### config.mk
export PLATFORM = sky130hd
export DESIGN_NAME = hash_msg_feeder
export DESIGN_NICKNAME = d
export VERILOG_FILES = /design/src/rtl/hash_msg_feeder.sv
export SDC_FILE = /design/constraint.sdc
export NUM_CORES = 1
export LEC_CHECK = 0
export BUFFER_PORTS_ARGS = -buffer_cell sky130_fd_sc_hd__buf_2
export CAP_MARGIN = 20
export CORE_AREA = 2 2 168 235
export CTS_BUF_LIST = sky130_fd_sc_hd__clkbuf_8
export DETAILED_ROUTE_END_ITERATION = 16
export DIE_AREA = 0 0 170 237
export PLACE_DENSITY = 0.81
export SETUP_SLACK_MARGIN = 0.2
export SLEW_MARGIN = 10
export SYNTH_ARGS = -nofsm -noshare
export SYNTH_HDL_FRONTEND = slang
export SYNTH_SLANG_ARGS = --single-unit
### constraint.sdc
create_clock -name clk -period 5.3 [get_ports clk]
set_input_delay 1.06 -clock clk [delete_from_list [all_inputs] [get_ports clk]]
set_output_delay 1.06 -clock clk [all_outputs]
set_load 0.02 [all_outputs]
### src/rtl/hash_msg_feeder.sv
// hash_msg_feeder: upstream framing stage for the DES-S-box hash core.
// Buffers one complete host message, then plays it out to the core one byte
// per cycle with the byte length held on 'counter', and waits for a rising
// edge of the core's hash_ready before accepting the next message.
// Optional build macro: HASH_FEEDER_DIGEST_LATCH_EN adds a registered copy of
// the core digest captured on the WAIT-exit cycle.
module hash_msg_feeder #(
    parameter int ADDR_W = 6
) (
    input  logic        clk,
    input  logic        rst_n,
    input  logic        in_valid,
    output logic        in_ready,
    input  logic [7:0]  in_data,
    input  logic        in_last,
    input  logic        in_empty,
    output logic        M_valid,
    output logic [7:0]  message,
    output logic [63:0] counter,
    input  logic        hash_ready,
    output logic        busy,
    output logic        err_overflow
`ifdef HASH_FEEDER_DIGEST_LATCH_EN
    ,
    input  logic [31:0] digest_in,
    output logic [31:0] digest_q,
    output logic        digest_valid
`endif
);

    localparam int DEPTH = 1 << ADDR_W;
    // A count of exactly DEPTH: MSB set, rest clear.
    localparam logic [ADDR_W:0] FULL_C = {1'b1, {ADDR_W{1'b0}}};
    localparam logic [ADDR_W:0] ZERO_C = {(ADDR_W+1){1'b0}};
    localparam logic [ADDR_W:0] ONE_C  = {{ADDR_W{1'b0}}, 1'b1};

    typedef enum logic [1:0] {
        ST_FILL = 2'd0,
        ST_DROP = 2'd1,
        ST_SEND = 2'd2,
        ST_WAIT = 2'd3
    } state_t;

    state_t          state_r, state_s;
    logic [ADDR_W:0] cnt_r, cnt_s;      // bytes stored; also the write address
    logic [ADDR_W:0] rd_r, rd_s;        // bytes played out in SEND
    logic [ADDR_W:0] len_r, len_s;      // length of the message being sent
    logic [7:0]      message_r, message_s;
    logic            m_valid_r, m_valid_s;
    logic            in_ready_r;
    logic            busy_r;
    logic            err_r, err_s;
    logic            hr_q_r;
    logic            wr_en_s;
    logic            done_s;            // digest rise seen while waiting
    logic            accept_s;
    logic            last_beat_s;

    logic [7:0] mem [DEPTH];

    assign accept_s     = in_valid & in_ready_r;
    assign last_beat_s  = (len_r == ZERO_C) || (rd_r == (len_r - ONE_C));

    assign in_ready     = in_ready_r;
    assign M_valid      = m_valid_r;
    assign message      = message_r;
    assign counter      = {{(63-ADDR_W){1'b0}}, len_r};
    assign busy         = busy_r;
    assign err_overflow = err_r;

    // Next-state and next-datapath decode for the framing FSM.
    always_comb begin
        state_s   = state_r;
        cnt_s     = cnt_r;
        rd_s      = rd_r;
        len_s     = len_r;
        message_s = message_r;
        m_valid_s = 1'b0;
        err_s     = 1'b0;
        wr_en_s   = 1'b0;
        done_s    = 1'b0;
        case (state_r)
            ST_FILL: begin
                if (accept_s) begin
                    if (!in_empty && (cnt_r == FULL_C)) begin
                        // Too long: drop everything, sink the rest if any.
                        err_s = 1'b1;
                        cnt_s = ZERO_C;
                        if (in_last) begin
                            state_s = ST_FILL;
                        end else begin
                            state_s = ST_DROP;
                        end
                    end else begin
                        if (!in_empty) begin
                            wr_en_s = 1'b1;
                            cnt_s   = cnt_r + ONE_C;
                        end else begin
                            cnt_s   = cnt_r;
                        end
                        if (in_last) begin
                            if (in_empty) begin
                                len_s = cnt_r;
                            end else begin
                                len_s = cnt_r + ONE_C;
                            end
                            rd_s    = ZERO_C;
                            state_s = ST_SEND;
                        end else begin
                            state_s = ST_FILL;
                        end
                    end
                end else begin
                    state_s = ST_FILL;
                end
            end
            ST_DROP: begin
                if (accept_s && in_last) begin
                    cnt_s   = ZERO_C;
                    rd_s    = ZERO_C;
                    state_s = ST_FILL;
                end else begin
                    state_s = ST_DROP;
                end
            end
            ST_SEND: begin
                m_valid_s = 1'b1;
                if (len_r == ZERO_C) begin
                    message_s = 8'h00;
                end else begin
                    message_s = mem[rd_r[ADDR_W-1:0]];
                end
                if (last_beat_s) begin
                    state_s = ST_WAIT;
                end else begin
                    rd_s    = rd_r + ONE_C;
                end
            end
            ST_WAIT: begin
                // Only a fresh rise counts; a level left high is stale.
                if (hash_ready && !hr_q_r) begin
                    done_s  = 1'b1;
                    cnt_s   = ZERO_C;
                    rd_s    = ZERO_C;
                    state_s = ST_FILL;
                end else begin
                    state_s = ST_WAIT;
                end
            end
            default: begin
                cnt_s   = ZERO_C;
                rd_s    = ZERO_C;
                state_s = ST_FILL;
            end
        endcase
    end

    // FSM state register.
    always_ff @(posedge clk or negedge rst_n) begin
        if (!rst_n) begin
            state_r <= ST_FILL;
        end else begin
            state_r <= state_s;
        end
    end

    // Datapath and registered-output updates.
    always_ff @(posedge clk or negedge rst_n) begin
        if (!rst_n) begin
            cnt_r      <= ZERO_C;
            rd_r       <= ZERO_C;
            len_r      <= ZERO_C;
            message_r  <= 8'h00;
            m_valid_r  <= 1'b0;
            in_ready_r <= 1'b0;
            busy_r     <= 1'b0;
            err_r      <= 1'b0;
            hr_q_r     <= 1'b0;
        end else begin
            cnt_r      <= cnt_s;
            rd_r       <= rd_s;
            len_r      <= len_s;
            message_r  <= message_s;
            m_valid_r  <= m_valid_s;
            in_ready_r <= (state_s == ST_FILL) || (state_s == ST_DROP);
            busy_r     <= (state_s == ST_WAIT);
            err_r      <= err_s;
            hr_q_r     <= hash_ready;
        end
    end

    // Message buffer write port; contents are don't-care until written.
    always_ff @(posedge clk) begin
        if (wr_en_s) begin
            mem[cnt_r[ADDR_W-1:0]] <= in_data;
        end
    end

`ifdef HASH_FEEDER_DIGEST_LATCH_EN
    logic [31:0] digest_q_r;
    logic        digest_valid_r;

    assign digest_q     = digest_q_r;
    assign digest_valid = digest_valid_r;

    // Capture the core digest on the cycle the wait completes.
    always_ff @(posedge clk or negedge rst_n) begin
        if (!rst_n) begin
            digest_q_r     <= 32'h0000_0000;
            digest_valid_r <= 1'b0;
        end else begin
            if (done_s) begin
                digest_q_r <= digest_in;
            end
            digest_valid_r <= done_s;
        end
    end
`endif

endmodule

==> flow_summary_export.csv, run 1 <==
group,metric,value,unit
run_status,outcome,"completed",
pwr,p_clk_share,31.9,%
clock_tree,post_cts_buffers,0,
clock_tree,cts_tree,"done",
timing,fin_crit,3.67,ns
grt,grtUsageTotal,26.0,%
clock_tree,clockBufferDepth,3,
grt,antenna_found_initial,1,
pwr,pwr-share-comb,16.9,%
critical_path,critPathLaunchType,"register",
timing,final-setup-viol-count,0,
pwr,power_switching_share,27.3,%
die,start_util,58.1,%
logic_synthesis,synth_cells,1160,
pwr,p_int,7.12,mW
pwr,seq_power_share,51.2,%
critical_path,cp-end-kind,"register",
clock_tree,cts_buffers,75,
timing,slew_violations,0,
logic_synthesis,ys_types,64,
placed_design,post-dp-hpwl,31800,um
logic_synthesis,ys_async_sr_fraction,6.57,%
detailed_routing,vias_per_cell,6.54,
clock_tree,cts_hold_buf,0,
placed_design,portBuffers,32,
clock_tree,cts_root_buf,"clkbuf_8",
detailed_routing,wl_per_cell,28.8,um
die,row_count,85,
pwr,ir_drop,0.179,mV
die,io_pins,90,
timing,hold_viol,0,
logic_synthesis,synthTopCellsByCount,"512 x edfxtp_1, 127 x mux4_2, 82 x nor2_1, 62 x buf_4, 44 x nand2_1",
logic_synthesis,ys_warn_count,0,
timing,fmax,272,MHz
timing,rsz0062_at_grt,"no",
die,die_area,40300,um^2
detailed_routing,dr.pass1.iters,7,
timing,setup_tns,0,ns
clock_tree,cts.sinks,548,
timing,finClkSkew,0.0339,ns
logic_synthesis,ys_seq_elements,548,
logic_synthesis,syn_area_per_cell,19.2,um^2
die,dieWidth,170,um
logic_synthesis,yosysMostFrequentCell,"edfxtp_1",
detailed_routing,antenna_left,0,
logic_synthesis,synth_area,22300,um^2
pwr,power_leakage,7.72,nW
detailed_routing,drt_iter0_markers,1416,
logic_synthesis,synthFlopType,"edfxtp_1",
pwr,cellPowerDensity,407,nW/um^2
flow_run,cap_viol_max_count,0,
grt,grt_overflow_total,0,
grt,grt_pass1_wl,74600,um
die,core-area,38300,um^2
detailed_routing,routed_wirelength,50700,um
placed_design,gp_congestion,0.953,
logic_synthesis,synth_top_cell_by_area,"edfxtp_1",
grt,grt_max_degree,65,
critical_path,cp.arrival,3.94,ns
finish,fin_util,62.9,%
critical_path,path_class,"register to register",
finish,nets,1247,
logic_synthesis,synth_area_leaders,"edfxtp_1 69%, mux4_2 13%, dfrtp_1 4.0%, buf_4 2.1%, nor2_1 1.4%",
timing,max_slew.worst_pin.slew,1.15,ns
critical_path,critPathMaxFanout,13,
timing,period_share,69.3,%
clock_tree,cts_resized,0,
worst_hold_path,hp-class,"input pin to async pin",
timing,maxSlewHeadroom,22.9,%
clock_tree,insertion_delay,0.66,ns
finish,syn_to_final_growth,8.16,%
die,die_h,237,um
logic_synthesis,yosys.area.top_type_share,69.1,%
logic_synthesis,ys_seq_area_share,73.1,%
critical_path,cp_data_required_time,5.57,ns
pwr,p_sw,2.68,mW
critical_path,r2r_slack,1.63,ns
clock_tree,clk_pin_slew_worst_paths,0.07,ns
finish,drive_gt1_share,23.0,%
clock_tree,cts_htree_levels,3,
grt,grt_pass1_vias,11423,
detailed_routing,via_count,11519,
logic_synthesis,synth_edf_count,512,
detailed_routing,drc_errors,0,
area by class of cell:
class                   count  area (um^2)
flip-flops and latches    548        16300
fillers                  2500        14200
multi-input cells         541         5390
clock buffers              80         1100
well taps                 478          598
clock inverters            51          332
repair buffers             52          323
inverters                  10         37.5
diodes                      1         2.50
worst paths after layout:
| kind | startpoint | endpoint | cells past startpoint |
|---|---|---|---|
| max | state_r[0] | mem[21][3] | 4 |
| min | rst_n | busy | 1 |
| max reg2reg | state_r[0] | mem[21][3] | 4 |
| min reg2reg | message[6] | message[6] | 2 |
| max in group asynchronous | rst_n | rd_r[1] | 1 |
| min in group clk | hash_ready | hr_q_r | 1 |
worst max-delay path, cell delays in order, from the launching register on:
cell,delay (ns)
dfrtp_1,0.56
or3_1,0.53
nor4_1,0.56
nand3_1,0.81
nor2_1,0.83
routing by layer:
metal / routed length (um) / GRT usage, % / vias up
met5: 0 / 0 / -
met4: 2910 / 14.1 / 0
met3: 4580 / 5.20 / 147
met2: 25500 / 42.3 / 802
met1: 17800 / 33.2 / 5854
li1: - / - / 4716
sequential cells by signal, summed over array words and instances, names as in the netlist:
name	count
mem	512
message	8
cnt_r	7
len_r	7
rd_r	7
state_r	2
M_valid	1
busy	1
err_overflow	1
hr_q_r	1
in_ready	1
power by group through the flow:
stage / logic [mW] / registers, mW / clock network, mW
after global routing: 1.74 / 5.03 / 3.33
after CTS: 1.65 / 5.01 / 3.15
after global placement: 1.62 / 5.10 / 0
final: 1.65 / 5.02 / 3.13
after detailed placement: 1.64 / 5.10 / 0
after floorplan: 1.27 / 4.98 / 0
cell families (layout without fill, tap and decap cells):
group / Yosys count / after routing / share of synthesized area (%)
fa+ha+maj: 5 / 5 / 0.281
flops: 548 / 548 / 73.1
xor+xnor: 16 / 16 / 0.630
compound gates: 102 / 102 / 3.41
simple gates: 199 / 199 / 4.27
other cells: 1 / 58 / 0.0169
buf+inv: 127 / 193 / 3.59
mux: 162 / 162 / 14.7
placed cells by master, fill, tap and decap left out, types with 9 or more instances in the layout:
| cell type | netlist | final |
|---|---|---|
| clkbuf_8 | 0 | 80 |
| nor2b_1 | 10 | 10 |
| nor2_1 | 82 | 82 |
| mux4_2 | 127 | 127 |
| a22oi_1 | 10 | 10 |
| nand3_1 | 14 | 14 |
| edfxtp_1 | 512 | 512 |
| o21ai_0 | 22 | 22 |
| buf_2 | 22 | 32 |
| o22ai_1 | 9 | 9 |
| conb_1 | 1 | 57 |
| xnor2_1 | 10 | 10 |
| inv_1 | 10 | 36 |
| nand2_1 | 44 | 44 |
| dfrtp_1 | 36 | 33 |
| mux2i_1 | 27 | 27 |
| buf_4 | 62 | 19 |
through the flow:
step | hold WS (ns) | area (um^2) | setup WS (ns) | total power, mW | instances
4_1_cts | 0.513 | 24100 | 1.71 | 9.81 | 1759
2_1_floorplan | 0.490 | 22500 | 2.24 | 6.25 | 1216
6_report | 0.537 | 24100 | 1.63 | 9.80 | 1761
5_1_grt | 0.537 | 24100 | 1.40 | 10.1 | 1761
3_3_place_gp | 0.505 | 22600 | 1.19 | 6.72 | 1628
3_5_place_dp | 0.524 | 22600 | 1.13 | 6.74 | 1628
Note: power is estimated with default switching activity, not from simulation.
==> run 2, diff against run 1 <==
--- a/config.mk
+++ b/config.mk
@@ -5,13 +5,14 @@
 export SDC_FILE = /design/constraint.sdc
 export NUM_CORES = 1
 export LEC_CHECK = 0
+export ABC_AREA = 1
 export BUFFER_PORTS_ARGS = -buffer_cell sky130_fd_sc_hd__buf_2
 export CAP_MARGIN = 20
-export CORE_AREA = 2 2 168 235
+export CORE_AREA = 2 2 173 242
 export CTS_BUF_LIST = sky130_fd_sc_hd__clkbuf_8
 export DETAILED_ROUTE_END_ITERATION = 16
-export DIE_AREA = 0 0 170 237
-export PLACE_DENSITY = 0.81
+export DIE_AREA = 0 0 175 244
+export PLACE_DENSITY = 0.83
 export SETUP_SLACK_MARGIN = 0.2
 export SLEW_MARGIN = 10
 export SYNTH_ARGS = -nofsm -noshare
==> constraint.sdc (replaced) <==
create_clock -name clk -period 3.2 [get_ports clk]
set_input_delay 0.64 -clock clk [delete_from_list [all_inputs] [get_ports clk]]
set_output_delay 0.64 -clock clk [all_outputs]
set_load 0.02 [all_outputs]
==> run 2 against run 1 <==
Effect of this change: design area increased by 6.4%; via count increased by 41%; area after synthesis increased by 4.4%; flip-flop and latch count unchanged; routed wire length increased by 14%; utilization increased by 0.52 points; final cell count increased by 58%; clock skew decreased by 0.0085 ns; largest power group unchanged; critical path depth increased by 4; global-route usage increased by 1.2 points; maximum frequency increased by 44%; clock-buffer cell count decreased by 1.
==> flow_summary_export.csv, run 2 <==
group,metric,value,unit
run_status,outcome,"completed",
timing,finClkSkew,0.0254,ns
pwr,p_int,11.8,mW
logic_synthesis,ys_seq_area_share,70.0,%
logic_synthesis,ys_warn_count,0,
pwr,power_leakage,9.51,nW
clock_tree,cts_root_buf,"clkbuf_8",
timing,rsz0062_at_grt,"no",
critical_path,critPathTopFamily,"simple AND/OR/NAND/NOR gates",
logic_synthesis,yosys.area.top_type_share,66.1,%
grt,grt_pass1_vias,16158,
finish,layout_common_cells,"512 x edfxtp_1, 440 x nor2_1, 414 x nand2_1",
logic_synthesis,synth_top_cell_by_area,"edfxtp_1",
detailed_routing,vias_per_cell,5.84,
pwr,power_switching_share,33.3,%
critical_path,path_class,"register to register",
critical_path,max_stage_delay,0.54,ns
detailed_routing,wl_per_cell,20.7,um
worst_hold_path,hp-class,"input pin to async pin",
critical_path,slowest_stage,"nor2_1",
critical_path,critPathMaxFanout,8,
die,row_count,87,
die,die_area,42700,um^2
finish,drive_gt1_share,10.5,%
finish,syn_to_final_growth,10.2,%
timing,hold_viol,0,
timing,final-setup-viol-count,0,
flow_run,cap_viol_max_count,0,
clock_tree,cts_htree_levels,3,
finish,nets,2214,
critical_path,critPathLaunchType,"register",
grt,antenna_found_initial,1,
timing,maxSlewHeadroom,40.7,%
grt,grt_max_degree,90,
pwr,seq_power_share,46.0,%
logic_synthesis,synth_area,23200,um^2
detailed_routing,dr.pass1.iters,6,
logic_synthesis,ys_seq_elements,548,
pwr,cellPowerDensity,694,nW/um^2
detailed_routing,routed_wirelength,57700,um
detailed_routing,drt_iter0_markers,2026,
placed_design,dp_cells,2654,
timing,period_share,79.5,%
timing,setup_tns,0,ns
grt,grt_overflow_total,0,
detailed_routing,via_count,16255,
critical_path,path_buf_inv,2,
logic_synthesis,ys_types,31,
placed_design,post-dp-hpwl,35400,um
critical_path,cp_data_required_time,3.46,ns
logic_synthesis,ys_async_sr_fraction,6.57,%
finish,multi_input_area,5970,um^2
die,die_h,244,um
clock_tree,cts_buffers,73,
pwr,ir_drop,0.304,mV
timing,fmax,393,MHz
grt,grtUsageTotal,27.2,%
clock_tree,cts_hold_buf,0,
critical_path,cp.arrival,2.81,ns
die,start_util,57.6,%
logic_synthesis,synth_area_leaders,"edfxtp_1 66%, nor2_1 7.1%, nand2_1 6.7%, dfrtp_1 3.9%, o21ai_0 3.0%",
detailed_routing,drc_errors,0,
clock_tree,post_cts_buffers,0,
placed_design,portBuffers,32,
grt,grt_pass1_wl,88300,um
die,io_pins,90,
timing,slew_violations,0,
timing,fin_crit,2.54,ns
pwr,p_clk_share,28.1,%
logic_synthesis,synthFlopType,"edfxtp_1",
pwr,pwr-share-comb,25.9,%
clock_tree,insertion_delay,0.63,ns
finish,final_cell_count_no_fill,2784,
finish,final_common_cell,"edfxtp_1",
clock_tree,clockBufferDepth,3,
die,core-area,40400,um^2
timing,max_slew.worst_pin.slew,0.889,ns
die,dieWidth,175,um
logic_synthesis,synth_cells,2098,
logic_synthesis,yosysMostFrequentCell,"edfxtp_1",
clock_tree,cts.sinks,548,
clock_tree,clk_pin_slew_worst_paths,0.07,ns
clock_tree,cts_resized,0,
logic_synthesis,synth_edf_count,512,
detailed_routing,antenna_left,0,
finish,largest_reg_flops,512,
finish,regArea,16300,um^2
finish,fillerInstances,2914,
critical_path,cp-end-kind,"register",
placed_design,gp_congestion,1.00,
logic_synthesis,synthTopCellsByCount,"512 x edfxtp_1, 441 x nor2_1, 414 x nand2_1, 138 x o21ai_0, 107 x o21ai_1",
clock_tree,cts_tree,"done",
logic_synthesis,syn_area_per_cell,11.1,um^2
critical_path,crit_chain,"inv_1, ha_1, nand4_1, nand2_1, nor3_1, nand3_1, buf_4, nor2_1",
pwr,p_sw,5.91,mW
-- run 2: cell families (layout without fill, tap and decap cells) --
family | Yosys count | in the layout | synth area share [%]
AO/OA/AOI/OAI | 322 | 322 | 7.47
AND/OR/NAND/NOR | 982 | 982 | 16.7
buffers and inverters | 231 | 326 | 5.19
other | 1 | 58 | 0.0161
XOR/XNOR | 9 | 9 | 0.339
adder cells (fa/ha/maj) | 5 | 5 | 0.269
flip-flops | 548 | 548 | 70.0
-- run 2: final timing paths --
check	startpoint	endpoint	slack, ns	depth (start not counted)
worst max-delay path	cnt_r[1]	mem[16][1]	0.66	8
worst min-delay path	rst_n	cnt_r[6]	0.11	1
worst max register to register	cnt_r[1]	mem[16][1]	0.66	8
worst min register to register	message[4]	message[4]	0.48	2
max in group asynchronous	rst_n	rd_r[0]	2.45	1
min in group clk	hash_ready	hr_q_r	0.14	1
-- run 2: worst reg2reg max path: cells and delay by family, from the launching register on --
kind | cells | cell delay [ns]
fa+ha+maj | 1 | 0.20
buf+inv | 2 | 0.36
flops | 1 | 0.45
simple gates | 5 | 1.16
-- run 2: metal layers --
| metal | vias up | share of wire, % | global-route usage (%) |
|---|---|---|---|
| li1 | 7302 | - | - |
| met1 | 7654 | 34 | 32.3 |
| met2 | 1039 | 49 | 45.2 |
| met3 | 260 | 9.3 | 4.79 |
| met4 | 0 | 7.1 | 18.9 |
| met5 | - | 0 | 0 |
-- run 2: power groups by stage --
stage / logic, mW / clock network, mW / registers, mW
finish: 4.60 / 4.99 / 8.17
global route: 5.05 / 5.32 / 8.17
CTS: 4.51 / 5.03 / 8.16
detailed placement: 4.49 / 0 / 8.31
global placement: 4.35 / 0 / 8.30
floorplan: 3.14 / 0 / 8.28
-- run 2: area by class of cell --
type                            instances  share of cell area [%]
Clock inverter                         50                    1.11
Tap cell                              534                    2.61
Sequential cell                       548                    63.6
Inverter                               68                    1.02
Antenna cell                            1                 0.00977
Timing Repair Buffer                  129                    4.08
Multi-Input combinational cell       1375                    23.3
Clock buffer                           79                    4.25
-- run 2: stage by stage --
step / worst slack [ns] / power [mW] / hold WS, ns / util (%) / instance area [um^2]
final: 0.657 / 17.8 / 0.114 / 63.4 / 25600
after global routing: 0.456 / 18.5 / 0.127 / 63.4 / 25600
after CTS: 0.680 / 17.7 / 0.104 / 63.4 / 25600
after detailed placement: 0.538 / 12.8 / 0.464 / 60.0 / 24200
after global placement: 0.662 / 12.7 / 0.464 / 60.0 / 24200
after floorplan: 0.809 / 11.4 / 0.344 / - / 23500
